[config.mk]
export PLATFORM = sky130hd
export DESIGN_NAME = link_sched
export DESIGN_NICKNAME = d
export VERILOG_FILES = /design/src/rtl/link_pkg.sv /design/src/rtl/frame_mon.sv /design/src/rtl/link_sched.sv
export SDC_FILE = /design/constraint.sdc
export NUM_CORES = 1
export LEC_CHECK = 0
export BUFFER_PORTS_ARGS = -buffer_cell sky130_fd_sc_hd__buf_2
export CORE_MARGIN = 2
export CORE_UTILIZATION = 33
export DETAILED_ROUTE_END_ITERATION = 10
export PLACE_DENSITY_LB_ADDON = 0.15
export SYNTH_ARGS = -nofsm -noshare
export SYNTH_HDL_FRONTEND = slang
export SYNTH_SLANG_ARGS = --single-unit
export TNS_END_PERCENT = 5
[constraint.sdc]
create_clock -name clk -period 4.03 [get_ports clk]
set_input_delay 0.2015 -clock clk [delete_from_list [all_inputs] [get_ports clk]]
set_output_delay 0.2015 -clock clk [all_outputs]
set_load 0.05 [all_outputs]
[src/rtl/link_pkg.sv]
// Shared types and defaults for the link scheduler.
//   state_t    : exchange FSM states
//   ERR_*      : err_code values reported on err
//   *_DEF      : default frame length, frames per phase, idle timeout
package link_pkg;

  localparam int unsigned PKT_BITS_DEF = 21;
  localparam int unsigned PKTS_DEF     = 8;
  localparam int unsigned TIMEOUT_DEF  = 1024;

  typedef enum logic [2:0] {
    IDLE    = 3'd0,
    DOWN    = 3'd1,
    TURN    = 3'd2,
    UP      = 3'd3,
    WAIT_WB = 3'd4,
    DONE    = 3'd5,
    ERR     = 3'd6
  } state_t;

  localparam logic [1:0] ERR_NONE = 2'd0;
  localparam logic [1:0] ERR_LEN  = 2'd1;
  localparam logic [1:0] ERR_ADDR = 2'd2;
  localparam logic [1:0] ERR_TMO  = 2'd3;

endpackage

[src/rtl/frame_mon.sv]
// Serial frame monitor: counts consecutive sen-low cycles, captures the
// 3-bit address from sd in low cycles 1..3 (MSB first) and classifies the
// frame when sen returns idle.
//   clk, rst   : clock, synchronous active-high reset
//   sen, sd    : monitored serial enable (0 = frame bit) and data
//   sen_idle   : sen is not a frame bit this cycle
//   sen_edge   : sen changed between low and idle versus the previous sample
//   len_ok     : frame ends this edge with exactly PKT_BITS low cycles
//   len_short  : frame ends this edge with fewer than PKT_BITS low cycles
//   len_long   : sen still low with PKT_BITS cycles already counted
//   addr       : captured frame address
module frame_mon
  import link_pkg::*;
#(
  parameter int unsigned PKT_BITS = PKT_BITS_DEF
) (
  input  logic       clk,
  input  logic       rst,
  input  logic       sen,
  input  logic       sd,
  output logic       sen_idle,
  output logic       sen_edge,
  output logic       len_ok,
  output logic       len_short,
  output logic       len_long,
  output logic [2:0] addr
);

  localparam int unsigned CW = $clog2(PKT_BITS + 2);
  localparam logic [CW-1:0] CNT_FULL = CW'(PKT_BITS);
  localparam logic [CW-1:0] CNT_SAT  = CW'(PKT_BITS + 1);

  logic [CW-1:0] cnt;
  logic          sen_low;
  logic          was_low;

  // Only an explicit 0 marks a frame bit; X/Z count as idle.
  assign sen_low  = (sen === 1'b0);
  assign sen_idle = !sen_low;

  // cnt saturates above zero, so a non-zero count doubles as the previous
  // sen sample and no separate edge register is needed.
  assign was_low  = (cnt != '0);
  assign sen_edge = sen_low ^ was_low;

  assign len_ok    = sen_idle && (cnt == CNT_FULL);
  assign len_short = sen_idle && was_low && (cnt < CNT_FULL);
  assign len_long  = sen_low && (cnt == CNT_FULL);

  always_ff @(posedge clk) begin
    if (rst) begin
      cnt  <= '0;
      addr <= '0;
    end else if (sen_low) begin
      if (cnt != CNT_SAT) cnt <= cnt + 1'b1;
      if (cnt < CW'(3)) addr <= {addr[1:0], sd};
    end else begin
      cnt <= '0;
    end
  end

endmodule

[src/rtl/link_sched.sv]
// Link scheduler: runs one down (buffer unit transmits) then up (buffer unit
// receives) exchange of PKTS serial frames each, checking frame length,
// address order and per-phase idle timeout, then waits for write-back.
//   clk, rst   : clock, synchronous active-high reset
//   start      : single-cycle exchange request (honoured in IDLE/DONE/ERR)
//   sen, sd    : monitored serial enable and data
//   s1_done    : write-back complete level from the buffer-side unit
//   updown     : 0 = buffer unit transmits, 1 = buffer unit receives
//   busy, done : exchange running / completed OK
//   err        : exchange aborted; err_code 1 length, 2 address, 3 timeout
//   pkt_cnt    : good frames in current phase; last_addr: last good address
module link_sched
  import link_pkg::*;
#(
  parameter int unsigned PKT_BITS = PKT_BITS_DEF,
  parameter int unsigned PKTS     = PKTS_DEF,
  parameter int unsigned TIMEOUT  = TIMEOUT_DEF
) (
  input  logic       clk,
  input  logic       rst,
  input  logic       start,
  input  logic       sen,
  input  logic       sd,
  input  logic       s1_done,
  output logic       updown,
  output logic       busy,
  output logic       done,
  output logic       err,
  output logic [1:0] err_code,
  output logic [3:0] pkt_cnt,
  output logic [2:0] last_addr
);

  localparam int unsigned TW = $clog2(TIMEOUT);
  localparam logic [TW-1:0] TMR_MAX = TW'(TIMEOUT - 1);
  localparam logic [3:0]    PKTS_L  = 4'(PKTS);

  state_t        state;
  state_t        state_nxt;
  logic [TW-1:0] tmr;
  logic          turn_idle;
  logic          sen_idle;
  logic          sen_edge;
  logic          len_ok;
  logic          len_short;
  logic          len_long;
  logic [2:0]    addr;
  logic [1:0]    code_nxt;
  logic          updown_nxt;
  logic          pkt_inc;
  logic          pkt_clr;
  logic          tmo;

  frame_mon #(.PKT_BITS(PKT_BITS)) u_mon (
    .clk       (clk),
    .rst       (rst),
    .sen       (sen),
    .sd        (sd),
    .sen_idle  (sen_idle),
    .sen_edge  (sen_edge),
    .len_ok    (len_ok),
    .len_short (len_short),
    .len_long  (len_long),
    .addr      (addr)
  );

  assign tmo = (tmr == TMR_MAX) && !sen_edge;

  always_comb begin
    state_nxt  = state;
    code_nxt   = err_code;
    updown_nxt = updown;
    pkt_inc    = 1'b0;
    pkt_clr    = 1'b0;
    unique case (state)
      IDLE, DONE, ERR: begin
        if (start) begin
          state_nxt  = DOWN;
          code_nxt   = ERR_NONE;
          updown_nxt = 1'b0;
          pkt_clr    = 1'b1;
        end
      end
      DOWN, UP: begin
        // Length faults win over address faults on the same edge.
        if (len_short || len_long) begin
          state_nxt = ERR;
          code_nxt  = ERR_LEN;
        end else if (len_ok && (addr != pkt_cnt[2:0])) begin
          state_nxt = ERR;
          code_nxt  = ERR_ADDR;
        end else if (len_ok) begin
          pkt_inc = (pkt_cnt != PKTS_L);
          if (pkt_cnt == PKTS_L - 4'd1) begin
            if (state == DOWN) state_nxt = TURN;
            else               state_nxt = WAIT_WB;
          end
        end else if (tmo) begin
          state_nxt = ERR;
          code_nxt  = ERR_TMO;
        end
      end
      TURN: begin
        if (sen_idle && turn_idle) begin
          state_nxt  = UP;
          updown_nxt = 1'b1;
          pkt_clr    = 1'b1;
        end else if (tmo) begin
          state_nxt = ERR;
          code_nxt  = ERR_TMO;
        end
      end
      WAIT_WB: begin
        if (s1_done) begin
          state_nxt = DONE;
        end else if (tmo) begin
          state_nxt = ERR;
          code_nxt  = ERR_TMO;
        end
      end
      default: state_nxt = IDLE;
    endcase
  end

  always_ff @(posedge clk) begin
    if (rst) begin
      state     <= IDLE;
      updown    <= 1'b0;
      err_code  <= ERR_NONE;
      pkt_cnt   <= '0;
      last_addr <= '0;
      tmr       <= '0;
      turn_idle <= 1'b0;
    end else begin
      state     <= state_nxt;
      err_code  <= code_nxt;
      updown    <= updown_nxt;
      turn_idle <= (state == TURN) && sen_idle;
      if ((state_nxt != state) || sen_edge) tmr <= '0;
      else if (tmr != TMR_MAX)              tmr <= tmr + 1'b1;
      if (pkt_clr) begin
        pkt_cnt <= '0;
      end else if (pkt_inc) begin
        pkt_cnt   <= pkt_cnt + 4'd1;
        last_addr <= addr;
      end
    end
  end

  assign busy = (state == DOWN) || (state == TURN) || (state == UP) || (state == WAIT_WB);
  assign done = (state == DONE);
  assign err  = (state == ERR);

endmodule

=== Word-level counts from Yosys, hierarchy flattened ===
Cells that the tools add are included.
Widths: inputs -> output; s select.

* Flip-flop bits (word level): 32
* Output and inout bits: 13

* $add $sub $neg: 3
* Order comparisons: 2
* Equal/unequal tests: 20
* Mux-type cells: 28
* Bitwise operators: 3
* Reductions and logical operators: 28

{| class="wikitable"
|+ Operators with widths
! operator !! count
|-
| $mux 3 || 9
|-
| $mux 2 || 7
|-
| $pmux 3 s4 || 1
|-
| $add 10x1->10 const B || 1
|-
| $eq 10x10->1 const B || 1
|-
| $ne 10x10->1 const B || 1
|-
| $eq 3x3->1 const B || 3
|-
| $logic_and 1x1->1 || 8
|-
| $mux 1 || 8
|-
| $ne 2x2->1 const B || 4
|-
| $ne 4x4->1 const B || 2
|-
| $pmux 2 s4 || 1
|-
| $reduce_or 2->1 || 4
|-
| $eq 3x2->1 const B || 2
|-
| $ne 3x3->1 || 2
|-
| $add 5x1->5 const B || 1
|-
| $eq 5x5->1 const B || 1
|-
| $logic_or 1x1->1 || 5
|-
| $lt 5x2->1 const B || 1
|-
| $lt 5x5->1 const B || 1
|-
| $ne 5x5->1 const B || 1
|-
| $reduce_and 5->1 || 1
|-
| $reduce_bool 5->1 || 1
|-
| $add 4x1->4 const B || 1
|-
| 13 further kinds || 17
|}

=== Depth between registers and ports, before layout ===
* Depth after elaboration: 12
* Depth in mapped cells: 10
* Gate-level depth less buffers: 10

=== Cells and area by module ===
Synthesis repeated with hierarchy kept, for this count alone.

* Cells, all modules: 239
* Area, all modules: 2005.7 um^2

{| class="wikitable"
|+ Modules (own cells, without submodules)
! module !! times used !! cells each !! area each (um^2) !! seq. area each (um^2)
|-
| link_sched || 1 || 187 || 1526.5 || 480.5
|-
| frame_mon || 1 || 52 || 479.2 || 160.2
|}

=== Least setup slack after synthesis ===
OpenSTA, ideal clock, no wires.

* Path kind: flip-flop to flip-flop
* From: register u_mon.cnt[2]
* To: register tmr[6]
* Library setup time: 0.143 ns
* Arrival time: 2.233 ns
* Required time: 3.887 ns
* Setup slack: 1.653 ns
* Stages on the path, launching flop included: 11
* Buffers on the path: 1
* Cell sequence: dfxtp_1 > buf_2 > nor3_1 > nand2_1 > ha_1 > inv_1 > or4_4 > a2111oi_4 > nor3_2 > nand3_4 > a2111oi_2

* Word-level cells in the longest chain between the ends: 12
* Elaborated cells between the ends (all ways): 22
* Classes of those cells: order compare (1); eq/ne (2); mux (7); bitwise (1); reduce/logical (11)

{| class="wikitable"
|+ Ends and longest elaborated chain
! element !! line !! RTL
|-
| from (decl) || frame_mon.sv:33 || <nowiki>logic [CW-1:0] cnt;</nowiki>
|-
| from (signal assigned) || frame_mon.sv:55 || <nowiki>if (cnt != CNT_SAT) cnt <= cnt + 1'b1;</nowiki>
|-
| $reduce_bool 5->1 || frame_mon.sv:43 || <nowiki>assign was_low = (cnt != '0);</nowiki>
|-
| $xor 1x1->1 || frame_mon.sv:44 || <nowiki>assign sen_edge = sen_low ^ was_low;</nowiki>
|-
| $logic_not 1->1 || link_sched.sv:67 || <nowiki>assign tmo = (tmr == TMR_MAX) && !sen_edge;</nowiki>
|-
| $logic_and 1x1->1 || link_sched.sv:67 ||
|-
| $mux 3 || link_sched.sv:98, link_sched.sv:108, link_sched.sv:116 ||
|-
| $mux 3 || link_sched.sv:92 || <nowiki>end else if (len_ok) begin</nowiki>
|-
| $mux 3 || link_sched.sv:89 || <nowiki>end else if (len_ok && (addr != pkt_cnt[2:0])) begin</nowiki>
|-
| $mux 3 || link_sched.sv:86 || <nowiki>if (len_short || len_long) begin</nowiki>
|-
| $pmux 3 s4 || link_sched.sv:75 || <nowiki>unique case (state)</nowiki>
|-
| $ne 3x3->1 || link_sched.sv:139 || <nowiki>if ((state_nxt != state) || sen_edge) tmr <= '0;</nowiki>
|-
| $logic_or 1x1->1 * || link_sched.sv:139 ||
|-
| $reduce_or 2->1 (no line) * || - ||
|-
| to (signal assigned) || link_sched.sv:140 || <nowiki>else if (tmr != TMR_MAX) tmr <= tmr + 1'b1;</nowiki>
|-
| to (decl) || link_sched.sv:40 || <nowiki>logic [TW-1:0] tmr;</nowiki>
|}

Every way passes the cells marked *; elsewhere a longest branch is shown, timed or not.
A chain may end at the register's enable or synchronous reset.

=== Worst setup path in the final report ===
* From: register u_mon.cnt[2]
* To: register tmr[3]

Same word-level chain as after synthesis.

==> summary.txt <==
Rel. slew slack -> 48.7%
Pre-CTS worst setup slack -> 1.48 ns
Fill cells -> 633
Remaining Overflow, GRT -> 0
Final #Nets -> 265
Top cells by area, synth -> dfxtp_1 31%, ha_1 4.9%, xnor2_1 4.7%
Share of layout cells above drive strength 1 -> 15.5%
Vias -> 1769
# IOs -> 19
Die height -> 82.8 µm
Postcts setup bufs -> 0
CP most frequent cell -> nor3_1
Unique cell type count in the Yosys netlist -> 55
Post-route setup slack -> 1.44 ns
Met1 usage in global routing -> 19.9%
Area share of the largest cell type after synthesis -> 31.2%
Flops & latches, synth -> 32
CTS tree -> done
CP Capture Type -> flop
Clock period minus worst slack -> 2.59 ns
RSZ-0062 raised after global routing -> false
Clk slew on worst S/H paths -> 0.07 ns
Worst EP arrival -> 2.74 ns
Core Box Area -> 5960 µm²
Leakage -> 0.912 nW
Post-detailed-route count of antenna-violating nets -> 0
Hold Path Class -> in2reg
Outcome -> finished clean
Initial antenna violation count -> 0
Drt first pass iters -> 4
Die area -> 6860 µm²
Sequential share of power -> 46.0%
Max Clk Rate -> 0.386 GHz
WL final -> 4680 µm
Final hold viol count -> 0
CTS-repair resized insts -> 0
Period utilization -> 64.3%
Crit-path slowest cell -> nor4_1
Worst path max stage delay -> 0.61 ns
Final setup fails -> 0
CTS max path bufs -> 2
HPWL after DPL -> 3350 µm
Row count -> 28
Wire per inst -> 14.3 µm
Clk_lat worst skew -> 0.28 ns
M3 GR Usage -> 2.98%
GRT Util Overall -> 14.2%
Fin Setup TNS -> 0 ns
Pins Over Slew Limit -> 0
Met2 global-route usage -> 22.1%
IR drop worst, VDD -> 237 µV
Post-CTS Hold Fix Bufs -> 0
1st-iter DRT viols -> 125
CTS root buffer -> clkbuf_8
Reg area -> 641 µm²
Pin count of the biggest net entering global routing -> 21
Diodes inserted -> 0
Total CTS buffers -> 5
Post-synth EDFFs -> 0
Startpoint types -> flop
Area growth syn-to-layout -> 12.1%
Max Cap Viol -> 0
Tightest Pin Transition -> 0.768 ns
Mapped Cells -> 236
CP cell instances -> nor3_1, nand2_1, ha_1, inv_1, nor4_1, a31oi_1, o211ai_2, nor3_1
Ys async rst share -> 0%
Critical Path RT -> 4.18 ns
Post-synth top cells -> 32 x dfxtp_1, 24 x nor2_1, 18 x nor3_1
Via density -> 5.41
Syn Nets -> 250
Die X -> 82.8 µm
Logic gate share of total power -> 12.5%
Internal Power -> 541 µW
Leading area contributor after synthesis -> dfxtp_1
Power Density -> 319 nW/µm²
Setup Skew -> 0.00359 ns
Setup CP Type -> reg2reg
Clock network fraction of total power -> 41.5%
CP Max Fanout -> 10
Yosys Warn Count -> 0
H-tree levels -> 2
GRT busiest layer -> met2
Vias in the first global route -> 1659
Placer congestion estimate -> 0.779
Most numerous cell in the Yosys netlist -> dfxtp_1
Starting Density -> 34.4%
Area of the mapped netlist -> 2050 µm²
Clk sinks -> 32
Sequential share of the synthesized area -> 31.2%
First-pass GRT wire length -> 8130 µm
Area of the multi-input gates -> 1330 µm²
Top_reg_cell synth -> dfxtp_1
Psw -> 193 µW
Switching share of power -> 26.3%
IO Port Bufs -> 18
DR DRC count -> 0
Syn avg cell area -> 8.69 µm²
## per-layer routing
layer | share of wire [%] | up-vias
met5 | 0 | -
met4 | 0.81 | 0
met3 | 1.6 | 5
met2 | 47 | 11
met1 | 50 | 849
li1 | - | 904
## critical path, delay by kind of cell (launching register included)
family / cells / cell delay [ns]
flops: 1 / 0.41
compound gates: 2 / 0.59
buf+inv: 1 / 0.06
simple gates: 4 / 1.09
fa+ha+maj: 1 / 0.32
## power groups by stage
| stage | Clock (mW) | Sequential (mW) | Combinational, mW |
|---|---|---|---|
| floorplan | 0 | 0.334 | 0.0823 |
| global placement | 0 | 0.344 | 0.0939 |
| detailed placement | 0 | 0.344 | 0.0918 |
| CTS | 0.314 | 0.337 | 0.0923 |
| global route | 0.331 | 0.339 | 0.102 |
| finish | 0.304 | 0.337 | 0.0920 |
## path summary, 6_finish.rpt
kind	depth (start not counted)	from	endpoint	slack [ns]
worst min-delay path	3	sd	u_mon.addr[0]	0.15
worst min register to register	2	last_addr[0]	last_addr[0]	0.49
worst max register to register	8	u_mon.cnt[2]	tmr[3]	1.44
worst max-delay path	8	u_mon.cnt[2]	tmr[3]	1.44
## layout by cell type, fill, tap and decap left out, drive strengths merged, types with 2 or more instances in the layout
| cell type | n |
|---|---|
| mux2i | 8 |
| nor2b | 3 |
| clkbuf | 6 |
| o21ai | 11 |
| nand4b | 4 |
| nand2b | 3 |
| a41oi | 2 |
| a21o | 2 |
| nand3 | 7 |
| nor4 | 2 |
| a32oi | 2 |
| a21oi | 9 |
| ha | 8 |
| dfxtp | 32 |
| a31oi | 6 |
| inv | 10 |
| nand2 | 14 |
| a2111oi | 3 |
| a211oi | 5 |
| and3 | 2 |
| nand3b | 3 |
| o21a | 2 |
| nor3 | 20 |
| o211ai | 6 |
| xor2 | 6 |
| xnor2 | 11 |
| buf | 18 |
| nand4 | 3 |
| nor2 | 25 |
## layout make-up
class	count	share of cell area [%]
multi-input combinational	184	57.8
clock inverter	2	1.52
tap	75	4.08
sequential	32	27.9
timing repair buffer	18	3.92
clock buffer	6	3.16
inverter	10	1.63
## sequential cells by signal, summed over array words and instances, names as in the netlist
register	count
updown	1
u_mon.cnt	5
pkt_cnt	4
u_mon.addr	3
turn_idle	1
err_code	2
state	3
last_addr	3
tmr	10
## cells by family after synthesis
kind of cell / share of synthesized area [%]
AND/OR/NAND/NOR: 27.9
flip-flops: 31.2
XOR/XNOR: 7.26
AO/OA/AOI/OAI: 19.8
multiplexers: 4.45
buffers and inverters: 3.97
adder cells (fa/ha/maj): 5.37
## stage by stage
stage / utilization (%) / cell area, µm² / cells / total power, mW / hold slack, ns
after floorplan: - / 2050 / 236 / 0.416 / 0.345
after global placement: 36.8 / 2190 / 319 / 0.438 / 0.435
after detailed placement: 36.8 / 2190 / 319 / 0.436 / 0.442
after CTS: 38.6 / 2300 / 327 / 0.743 / 0.146
after global routing: 38.6 / 2300 / 327 / 0.772 / 0.175
final: 38.6 / 2300 / 327 / 0.733 / 0.154
Note: power is estimated with default switching activity, not from simulation.
